<file path="config.mk">
export PLATFORM = sky130hd
export DESIGN_NAME = uart_tx_arbiter
export DESIGN_NICKNAME = d
export VERILOG_FILES = /design/src/rtl/uart_tx_arbiter.sv
export SDC_FILE = /design/constraint.sdc
export NUM_CORES = 1
export LEC_CHECK = 0
export ABC_AREA = 1
export BUFFER_PORTS_ARGS = -buffer_cell sky130_fd_sc_hd__buf_2
export CAP_MARGIN = 15
export CORE_AREA = 2 2 57 59
export CTS_BUF_LIST = sky130_fd_sc_hd__clkbuf_8
export DETAILED_ROUTE_END_ITERATION = 8
export DIE_AREA = 0 0 59 61
export HOLD_SLACK_MARGIN = 0.02
export PLACE_DENSITY = 0.75
export SLEW_MARGIN = 20
export SYNTH_ARGS = -nofsm -noshare
export SYNTH_HDL_FRONTEND = slang
export SYNTH_SLANG_ARGS = --single-unit
</file>
<file path="constraint.sdc">
create_clock -name clock -period 4.8 [get_ports clock]
set_input_delay 0.48 -clock clock [delete_from_list [all_inputs] [get_ports clock]]
set_output_delay 0.48 -clock clock [all_outputs]
set_load 0.02 [all_outputs]
</file>
<file path="src/rtl/uart_tx_arbiter.sv">
// Round-robin, frame-locked arbiter sharing one UART TX byte port among several requesters.
// An optional one-byte requester-ID header is sent ahead of each granted frame.
module uart_tx_arbiter #(
    parameter int          P_NUM_REQ     = 4,
    parameter int          P_DATA_WIDTH  = 8,
    parameter bit          P_HEADER_EN   = 1'b1,
    parameter int unsigned P_HEADER_BASE = 'hA0
) (
    input  logic                              clock,
    input  logic                              reset,
    input  logic [P_NUM_REQ-1:0]              i_req_valid,
    input  logic [P_NUM_REQ*P_DATA_WIDTH-1:0] i_req_data,
    input  logic [P_NUM_REQ-1:0]              i_req_last,
    output logic [P_NUM_REQ-1:0]              o_req_ready,
    output logic [P_DATA_WIDTH-1:0]           o_user_tx_data,
    output logic                              o_user_tx_valid,
    input  logic                              i_user_tx_ready,
    output logic [P_NUM_REQ-1:0]              o_grant,
    output logic                              o_busy
);
    localparam int ID_W = $clog2(P_NUM_REQ);

    typedef enum logic [1:0] {IDLE, HEADER, DATA} state_t;

    state_t                  state;
    logic [ID_W-1:0]         grant_id;
    logic [ID_W-1:0]         last_id;
    logic [ID_W-1:0]         pick_id;
    logic                    pick_found;
    int unsigned             idx;
    logic [P_DATA_WIDTH-1:0] hdr_byte;
    logic                    hdr_valid;
    logic [P_NUM_REQ-1:0]    grant_oh;
    logic                    busy;

    // First valid requester strictly after the last owner, wrapping around.
    always_comb begin
        pick_id    = '0;
        pick_found = 1'b0;
        idx        = 0;
        for (int i = 1; i <= P_NUM_REQ; i++) begin
            idx = 32'(last_id) + 32'(i);
            if (idx >= 32'(P_NUM_REQ))
                idx = idx - 32'(P_NUM_REQ);
            if (!pick_found && i_req_valid[idx]) begin
                pick_found = 1'b1;
                pick_id    = ID_W'(idx);
            end
        end
    end

    always_ff @(posedge clock or posedge reset) begin
        if (reset) begin
            state     <= IDLE;
            grant_id  <= '0;
            last_id   <= ID_W'(P_NUM_REQ - 1);
            hdr_byte  <= '0;
            hdr_valid <= 1'b0;
            grant_oh  <= '0;
            busy      <= 1'b0;
        end else begin
            case (state)
                IDLE: begin
                    if (pick_found) begin
                        grant_id <= pick_id;
                        grant_oh <= P_NUM_REQ'(1) << pick_id;
                        busy     <= 1'b1;
                        if (P_HEADER_EN) begin
                            state     <= HEADER;
                            hdr_valid <= 1'b1;
                            hdr_byte  <= P_DATA_WIDTH'(P_HEADER_BASE + 32'(pick_id));
                        end else begin
                            state <= DATA;
                        end
                    end
                end
                HEADER: begin
                    if (i_user_tx_ready) begin
                        state     <= DATA;
                        hdr_valid <= 1'b0;
                        hdr_byte  <= '0;
                    end
                end
                DATA: begin
                    // Grant is held through valid gaps until the last beat is taken.
                    if (i_req_valid[grant_id] && i_user_tx_ready && i_req_last[grant_id]) begin
                        last_id  <= grant_id;
                        state    <= IDLE;
                        grant_oh <= '0;
                        busy     <= 1'b0;
                    end
                end
                default: state <= IDLE;
            endcase
        end
    end

    // Header comes straight from registers; data beats pass through combinationally.
    always_comb begin
        o_user_tx_valid = 1'b0;
        o_user_tx_data  = '0;
        o_req_ready     = '0;
        if (hdr_valid) begin
            o_user_tx_valid = 1'b1;
            o_user_tx_data  = hdr_byte;
        end else if (state == DATA) begin
            o_user_tx_valid       = i_req_valid[grant_id];
            o_user_tx_data        = i_req_data[grant_id*P_DATA_WIDTH +: P_DATA_WIDTH];
            o_req_ready[grant_id] = i_user_tx_ready;
        end
    end

    assign o_grant = grant_oh;
    assign o_busy  = busy;

endmodule
</file>
Word-level counts from Yosys, hierarchy flattened:

Cells that the tools add are included.

* $add $sub $neg: 9
* $lt $le $gt $ge: 10
* equal/unequal tests: 5
* shift operators: 2
* mux-type cells: 47
* bitwise operators: 1
* reductions and logical operators: 17

Operator list (number)
* less-than comparator 32 x 3 -> 1 bit (second input constant): 4
* 2-to-1 mux 32 bit: 4
* 2-to-1 mux 8 bit: 4
* variable part select 32 x 6 -> 8 bit: 1
* 2-to-1 mux 1 bit: 16
* 2-to-1 mux 4 bit: 4
* one-hot mux 8 bit (2 select lines): 1
* 2-to-1 mux 2 bit: 7
* binary-select mux 1 bit (select 2 bit): 6
* subtractor 3 x 3 -> 4 bit (second input constant): 3
* greater-or-equal comparator 3 bit (second input constant): 3
* AND reduction 3 bit: 3
* adder 8 x 2 -> 8 bit (first input constant): 1
* one-hot mux 4 bit (2 select lines): 1
* adder 2 x 2 -> 3 bit (second input constant): 2
* logical AND 1 bit: 6
* != test 2 bit (second input constant): 3
* one-hot mux 2 bit (3 select lines): 1
* subtractor 4 x 3 -> 5 bit (second input constant): 1
* adder 2 x 3 -> 4 bit (second input constant): 1
* bitwise AND 4 bit: 1
* greater-or-equal comparator 4 x 3 -> 1 bit (second input constant): 1
* one-hot mux 1 bit (2 select lines): 2
* AND reduction 2 bit: 2
* other kinds (10): 13

* register bits after elaboration: 20
* bits of input ports: 43
* logic and storage cells: 98

Depth between registers and ports, before layout:

Gate-level depths: netlist (run 1).

* depth after elaboration: 18
* gate-level depth with buffers: 13

Worst setup path before layout (run 1):

No wires, ideal clock.

* path kind: register to output
* start: reg grant_id[1]
* end: out o_user_tx_valid
* data arrival time: 1.434 ns
* required time: 4.320 ns
* path slack: 2.886 ns
* cell stages (with the launch flop): 7
* buffers on the path: 1
* cell sequence: dfrtp_1 > buf_6 > nor2_4 > inv_1 > o22ai_1 > nor2_1 > o21ai_0

* longest elaborated chain between the ends: 4

RTL lines
* from (decl): line 26 `logic [ID_W-1:0] grant_id;`
* from (signal assigned): line 65 `grant_id <= pick_id;`
* binary-select mux 1 bit (select 2 bit): line 107 `o_user_tx_valid = i_req_valid[grant_id];`
* 2-to-1 mux 1 bit (implied by the code): line 107
* 2-to-1 mux 1 bit: line 106 `end else if (state == DATA) begin`
* 2-to-1 mux 1 bit: line 103 `if (hdr_valid) begin`
* to (decl): line 16 `output logic o_user_tx_valid,`

Every way passes these cells. The select of a mux whose other input is x is not followed.

Worst setup path in the final report (run 1):

* start: reg grant_id[0]
* end: out o_user_tx_valid

Same word-level chain as after synthesis.

==> results of run 1 <==
-- report_power, final --
part	internal [W]	leakage [nW]	switching [W]	total, W
Clock	0.0000565	0.0269	0.0000400	0.0000966
Sequential	0.000175	0.168	0.0000725	0.000248
Combinational	0.000249	0.669	0.000473	0.000722
Total	0.000480	0.864	0.000586	0.00107
-- area by class of cell --
class / count / area share, %
Multi-Input combinational cell: 142 / 48.2
Clock inverter: 1 / 0.232
Tap cell: 33 / 2.55
Timing Repair Buffer: 60 / 18.5
Clock buffer: 3 / 2.55
Inverter: 25 / 6.11
Sequential cell: 14 / 21.8
-- worst paths after layout --
| check | start | end | slack, ps |
|---|---|---|---|
| max in group asynchronous | reset | last_id[1] | 4170 |
| worst max register to register | grant_id[0] | o_grant[2] | 2900 |
| worst min register to register | o_busy | o_busy | 470 |
| worst min-delay path | reset | o_grant[1] | 260 |
| worst max-delay path | grant_id[0] | o_user_tx_valid | 2350 |
| min in group clock | i_user_tx_ready | state[0] | 470 |
-- metrics by stage --
step | utilization, % | area [um2]
3_3_place_gp | 53.3 | 1570
4_1_cts | 54.8 | 1620
5_1_grt | 54.8 | 1620
2_1_floorplan | - | 1270
6_report | 54.8 | 1620
3_5_place_dp | 53.3 | 1570
-- cells by family (layout without fill, tap and decap cells) --
logic type	after synthesis	count (layout)	synth area share, %
compound gates	30	30	16.2
buf+inv	30	89	10.7
flops	14	14	27.8
simple gates	112	112	45.3
-- placed cells by master, fill, tap and decap left out, types with 4 or more instances in the layout --
master / Yosys / final
a31oi_1: 4 / 4
inv_1: 16 / 17
a22oi_1: 4 / 4
buf_2: 0 / 60
nor2_1: 10 / 10
inv_2: 6 / 6
nand2_2: 9 / 9
nand3_1: 24 / 24
o22ai_1: 4 / 4
nand2_4: 4 / 4
dfrtp_1: 12 / 12
o21ai_2: 5 / 5
nand4_1: 5 / 5
nand2_1: 52 / 52
o21ai_1: 4 / 4
-- state kept, by name, summed over array words and instances (netlist names) --
signal,flops
last_id,2
hdr_byte,3
grant_id,2
o_grant,4
state,2
o_busy,1
-- per-layer routing --
layer  share of wire [%]  GRT usage [%]  vias up
met2                  52           33.2       39
met4                0.24           2.27        0
li1                    -              -      735
met3                 4.8           3.84        3
met1                  43           24.3      629
met5                   0              0        -
==> results.yml, run 1 <==
drt:
  drc: 0
  dr.pass1.iters: 4
  dr_total_vias: 1406
  vias_per_cell: 5.06
  wire_per_inst_um: 11.8
  ant_nets: 0
  drt-initial-drc-count: 114
  routed_wl_mm: 3.29
power_and_ir_drop:
  power-per-cell-area_nw_per_um2: 659
  ir_drop_mv: 0.374
  power_w: 0.00107
  power_leakage_nw: 0.864
worst_setup_path:
  r2r_cells: 9
  crit_cells: 7
  max_stage_delay_ps: 620
  crit_arrival_ps: 1970
  crit_path_frequent_cell: "inv_2"
  crit_buf_inv: 3
  critical_path.cell_chain: "inv_2 -> nor2_4 -> inv_2 -> o22ai_1 -> nor2_1 -> o21ai_0 -> buf_2"
  crit_required_ps: 4320
  critPathMaxFanout: 13
  start_kind: "flop"
  crit_path_end_kind: "output port"
  critPathSlowestCell: "dfrtp_1"
  cp_top_family: "flip-flops"
  crit_type: "reg2out"
timing:
  worst_slack_ps: 2350
  worst_pin_slew_ps: 642
  whs_ps: 260
  finalCritPeriodShare_pct: 51.0
  fin_crit_ps: 2450
  final-max-slew-violation-count: 0
  hold_violations: 0
  rsz0062_at_grt: "no"
  finalSetupTns_ps: 0
  slew_headroom_pct: 57.2
  finalSetupViolCount: 0
  fmaxAchievable_mhz: 408
  finalClockSkew_ps: 3.98
floorplanning:
  io_pins: 61
  dieArea_um2: 3600
  std_cell_rows: 20
  core_um2: 2950
  die_w_um: 59
  initial_utilization_pct: 43.0
  die_h_um: 61
place:
  finalWeightedCongestion: 0.844
  numPortBuffers: 60
  dp.cells: 274
  post-place-ws_ps: 2620
  post-dp-hpwl_mm: 2.67
global_route:
  grt_pass1_wl_mm: 5.21
  grt_overflow: 0
  grt_start_max_net_pins: 20
  gr-usage-all-layers_pct: 18.7
  grt_pass1_vias: 1259
  antenna_found_initial: 0
clock_network:
  cts_max_level: 1
  clockBufferDepth: 2
  cts_hold_buf: 0
  cts_tree: "yes"
  numCtsBuffers: 3
  root_buffer: "clkbuf_8"
  clock-sinks: 14
  clk_pin_slew_worst_paths_ps: 60
  clock_latency_ps: 240
  post_cts_buffers: 0
  ctsResizeCount: 0
synth:
  yosys-top-cells-area: "dfrtp_1, nand2_1, nand3_1"
  yosysTopAreaCellShare_pct: 23.6
  syn_nets: 229
  synth_most_common_cell: "nand2_1"
  ys_seq_area_share_pct: 27.8
  async_flop_share_pct: 100
  yosysWarnings: 0
  synth-seq-cells: 14
  synth_cells: 186
  syn-mean-instance-area_um2: 6.83
  ys_types: 29
  syn-cell-area_um2: 1270
  synth_ff_type: "dfrtp_1"
  synth_common_cells: "nand2_1, nand3_1, inv_1"
  yosys.area.top_type: "dfrtp_1"
  synth_edf_count: 0
layout:
  diodes: 0
  multi_input_area_um2: 781
  nNetsFinal: 289
  fillers: 317
  drive_gt1_share_pct: 40.8
  area_growth_pct: 27.5
  final_cells: 278
  regArea_um2: 353
flow_run:
  drv_cap: 0
worst_hold_path:
  hold_class: "in2async"
run_status:
  status: "finished, final reports clean"
Note: power is estimated with default switching activity, not from simulation.
==> run 2: changes to the inputs <==
- clock period: 4.8 -> 2.4 ns (I/O delays scaled with it)
==> run 2 against run 1 <==
  * Largest power group unchanged
  * Power up 100%
  * Register-to-register slack worse by 2400 ps
  * Critical path depth unchanged
  * Routed wire length increased by 1.7%
  * First-iteration DRC count decreased by 38%
  * Sequential power grew 100%
  * Combinational power up 99%
  * Final area is 0.62% higher
  * Flip-flop and latch count stayed put
  * Core utilization up 0.34 points
  * Count of clock-buffer cells in the layout rose by 1
  * Critical endpoint unchanged
  * Non-clock buffer count is the same
==> results.yml, run 2 (synthesis results as in run 1) <==
worst_hold_path:
  hold_class: "in2async"
power_and_ir_drop:
  switching_share_pct: 54.3
  power-per-cell-area_nw_per_um2: 1330
  power_leakage_nw: 0.866
  power_frac_seq_pct: 23.0
  intPower_w: 0.000993
  ir_drop_mv: 0.982
  p_switching_w: 0.00118
  p_clk_share_pct: 10.5
  combinationalPowerShare_pct: 66.5
worst_setup_path:
  crit_arrival_ps: 1970
  start_kind: "flop"
  crit_required_ps: 2160
  critPathLaunch: "grant_id[0]"
  r2r_start: "grant_id[0]"
  critPathSlowestCell: "dfrtp_1"
  crit_path_frequent_cell: "inv_2"
  max_stage_delay_ps: 620
  critPathMaxFanout: 13
  critical_path.cell_chain: "inv_2 -> nor2_4 -> inv_2 -> o22ai_1 -> nor2_1 -> o21ai_0 -> buf_2"
  crit_type: "reg2out"
  crit_path_end_kind: "output port"
clock_network:
  numCtsBuffers: 3
  ctsResizeCount: 0
  post_cts_buffers: 0
  root_buffer: "clkbuf_8"
  clock_latency_ps: 250
  cts_max_level: 1
  clockBufferDepth: 2
  clk_pin_slew_worst_paths_ps: 60
  cts_hold_buf: 0
  cts_tree: "yes"
  clock-sinks: 14
global_route:
  grt_overflow: 0
  grt_pass1_vias: 1259
  grt_start_max_net_pins: 20
  gr-usage-all-layers_pct: 19.5
  grt_pass1_wl_mm: 5.42
  antenna_found_initial: 0
layout:
  largest_reg_flops: 4
  diodes: 0
  nNetsFinal: 289
  post-route-cell-area_um2: 1630
  final_cells: 278
  fillers: 306
  final_cell_mix: "buf_2, nand2_1, nand3_1"
  layout.cells.most_common: "buf_2"
  drive_gt1_share_pct: 41.2
  area_growth_pct: 28.3
timing:
  rsz0062_at_grt: "no"
  worst_pin_slew_ps: 645
  fin_crit_ps: 2210
  whs_ps: 5.89
  finalSetupTns_ps: 0
  finalCritPeriodShare_pct: 92.3
  slew_headroom_pct: 57.0
  fmaxAchievable_mhz: 452
  finalSetupViolCount: 0
  hold_violations: 0
  finalClockSkew_ps: 3.79
  final-max-slew-violation-count: 0
place:
  finalWeightedCongestion: 0.856
  post-dp-hpwl_mm: 2.63
  numPortBuffers: 60
  place_area_um2: 1570
  dp.cells: 274
flow_run:
  drv_cap: 0
floorplanning:
  core_um2: 2950
  die_w_um: 59
  initial_utilization_pct: 43.0
  dieArea_um2: 3600
  io_pins: 61
  std_cell_rows: 20
  die_h_um: 61
drt:
  drc: 0
  vias_per_cell: 5.23
  dr.pass1.iters: 4
  wire_per_inst_um: 12.0
  ant_nets: 0
  drt-initial-drc-count: 71
  dr_total_vias: 1453
  routed_wl_mm: 3.34
run_status:
  status: "finished, final reports clean"
-- run 2: cell count changes in the layout (fill, tap and decap cells not counted), sizes merged --
cell | before | now
clkbuf | 3 | 4
inv | 25 | 24
-- run 2: layer usage --
metal	wire length [um]	vias to the layer above	global-route usage, %
li1	-	738	-
met1	1440	658	25.6
met2	1690	51	33.8
met3	187	6	2.77
met4	23	0	4.87
met5	0	-	0
-- run 2: area by class of cell --
cell class	count	area, um2	share of cell area, %
Clock buffer	4	55.1	3.38
Inverter	25	98.8	6.07
Multi-Input combinational cell	142	781	47.9
Sequential cell	14	353	21.7
Tap cell	33	41.3	2.53
Timing Repair Buffer	60	300	18.4
-- run 2: worst paths after layout --
| check | endpoint | slack, ps | cells after the start |
|---|---|---|---|
| max in group asynchronous | last_id[1] | 2030 | 2 |
| max | o_user_tx_valid | 190 | 7 |
| max reg2reg | o_grant[0] | 530 | 9 |
| min | o_grant[1] | 6 | 2 |
| min reg2reg | o_busy | 480 | 2 |
| min in group clock | state[0] | 220 | 2 |
-- run 2: worst max-delay path, delay by kind of cell, from the launching register on --
| family | cells | cell delay (ps) |
|---|---|---|
| AO/OA/AOI/OAI | 2 | 280 |
| flip-flops | 1 | 620 |
| buffers and inverters | 3 | 490 |
| AND/OR/NAND/NOR | 2 | 340 |
-- run 2: power by group through the flow --
stage / Combinational (W) / Clock (W) / Sequential, W
2_1_floorplan: 0.00122 / 0 / 0.000442
3_3_place_gp: 0.00143 / 0 / 0.000494
3_5_place_dp: 0.00144 / 0 / 0.000498
4_1_cts: 0.00146 / 0.000231 / 0.000497
5_1_grt: 0.00161 / 0.000238 / 0.000518
6_report: 0.00144 / 0.000228 / 0.000500
-- run 2: through the flow --
step	utilization [%]	power, W	setup slack [ps]
2_1_floorplan	-	0.00166	726
3_3_place_gp	53.3	0.00192	507
6_report	55.2	0.00217	186
5_1_grt	55.2	0.00236	56.2
4_1_cts	55.2	0.00218	169
3_5_place_dp	53.3	0.00194	463
==> run 3: changes to the inputs <==
- CORE_AREA: 2 2 57 59 -> 2 2 55 57
- CTS_CLUSTER_DIAMETER: unset -> 60
- DIE_AREA: 0 0 59 61 -> 0 0 57 59
- PLACE_DENSITY: 0.75 -> 0.8
==> run 3 against run 2 <==
  * Cell count is 0.72% lower
  * Die area is 6.6% lower
  * Core utilization is 4.8 points higher
  * Clock skew hardly changed
==> results.yml, run 3 (synthesis results as in run 1) <==
drt:
  ant_nets: 0
  wire_per_inst_um: 12.1
  drt-initial-drc-count: 69
  drc: 0
  vias_per_cell: 5.20
  dr.pass1.iters: 4
  routed_wl_mm: 3.34
  dr_total_vias: 1435
worst_setup_path:
  crit_arrival_ps: 2000
  crit_buf_inv: 3
  crit_path_frequent_cell: "inv_2"
  critPathMaxFanout: 13
  critPathSlowestCell: "dfrtp_1"
  rr_endpoint: "o_grant[2]"
  crit_required_ps: 2160
  r2r_cells: 9
  max_stage_delay_ps: 620
  critical_path.cell_chain: "inv_2 -> nor2_4 -> inv_2 -> o22ai_1 -> nor2_1 -> o21ai_0 -> buf_2"
  crit_path_end_kind: "output port"
  start_kind: "flop"
  r2r_start: "grant_id[0]"
  rrSetupSlack_ps: 490
  cp_top_family: "flip-flops"
  crit_type: "reg2out"
timing:
  fmaxAchievable_mhz: 445
  finalSetupViolCount: 0
  fin_crit_ps: 2240
  rsz0062_at_grt: "no"
  worst_pin_slew_ps: 633
  final-max-slew-violation-count: 0
  slew_headroom_pct: 57.8
  hold_violations: 0
  finalClockSkew_ps: 3.97
  finalCritPeriodShare_pct: 93.5
  finalSetupTns_ps: 0
clock_network:
  clk_pin_slew_worst_paths_ps: 60
  clock_latency_ps: 250
  cts_max_level: 1
  post_cts_buffers: 0
  numCtsBuffers: 3
  clockBufferDepth: 2
  cts_hold_buf: 0
  root_buffer: "clkbuf_8"
  cts_tree: "yes"
  ctsResizeCount: 0
  clock-sinks: 14
global_route:
  grt_busiest_layer: "met2"
  grt_use_met1_pct: 26.5
  gr-usage-all-layers_pct: 20.6
  antenna_found_initial: 0
  grt_overflow: 0
  grt_pass1_vias: 1264
  grt_start_max_net_pins: 20
  grt_pass1_wl_mm: 5.36
  grtUsageMet3_pct: 3.93
  gr-usage-met2_pct: 36.1
floorplanning:
  die_h_um: 59
  io_pins: 61
  dieArea_um2: 3360
  std_cell_rows: 19
  die_w_um: 57
  core_um2: 2710
  initial_utilization_pct: 46.9
layout:
  fin_util_pct: 60.0
  drive_gt1_share_pct: 41.2
  diodes: 0
  area_growth_pct: 28.1
  layout.cells.most_common: "buf_2"
  fillers: 269
  nNetsFinal: 289
  post-route-cell-area_um2: 1630
  largest_reg_flops: 4
  final_cell_mix: "buf_2, nand2_1, nand3_1"
flow_run:
  drv_cap: 0
place:
  finalWeightedCongestion: 0.845
  post-dp-hpwl_mm: 2.69
  place_area_um2: 1570
  numPortBuffers: 60
power_and_ir_drop:
  power-per-cell-area_nw_per_um2: 1330
  ir_drop_mv: 1.04
  power_w: 0.00216
  power_leakage_nw: 0.866
worst_hold_path:
  hold_class: "in2async"
run_status:
  status: "finished, final reports clean"
-- run 3: cell counts in the layout (fill, tap and decap cells not counted) --
Identical to the previous run, type by type.
-- run 3: how the worst max path moves through the flow --
stage,from,end,slack (ps),depth (start not counted)
finish,grant_id[0],o_user_tx_valid,160,7
global route,grant_id[0],o_user_tx_valid,8,7
CTS,grant_id[0],o_user_tx_valid,190,7
detailed placement,grant_id[0],o_user_tx_valid,460,7
global placement,grant_id[0],o_user_tx_valid,520,7
floorplan,grant_id[1],o_user_tx_valid,730,6
-- run 3: metal layers --
metal,wire length (um),vias up
met1,1360,658
met2,1790,38
met3,163,5
li1,-,734
met4,31,0
met5,0,-
-- run 3: where the power goes --
| part | internal [W] | switching [W] |
|---|---|---|
| clock network | 0.000145 | 0.0000822 |
| logic | 0.000497 | 0.000942 |
| registers | 0.000350 | 0.000147 |
| total | 0.000993 | 0.00117 |
-- run 3: layout make-up --
cell class                      instances  area, um2  area share, %
Tap cell                               31       38.8           2.38
Sequential cell                        14        353           21.7
Multi-Input combinational cell        142        781           48.0
Clock buffer                            4       55.1           3.38
Inverter                               25       98.8           6.08
Timing Repair Buffer                   60        300           18.5
-- run 3: stage by stage --
stage	hold WS, ps	setup WS (ps)	instances
after detailed placement	288	456	272
after global placement	290	518	272
after floorplan	128	726	186
after CTS	25.1	190	276
final	13.7	155	276
after global routing	64.0	7.72	276
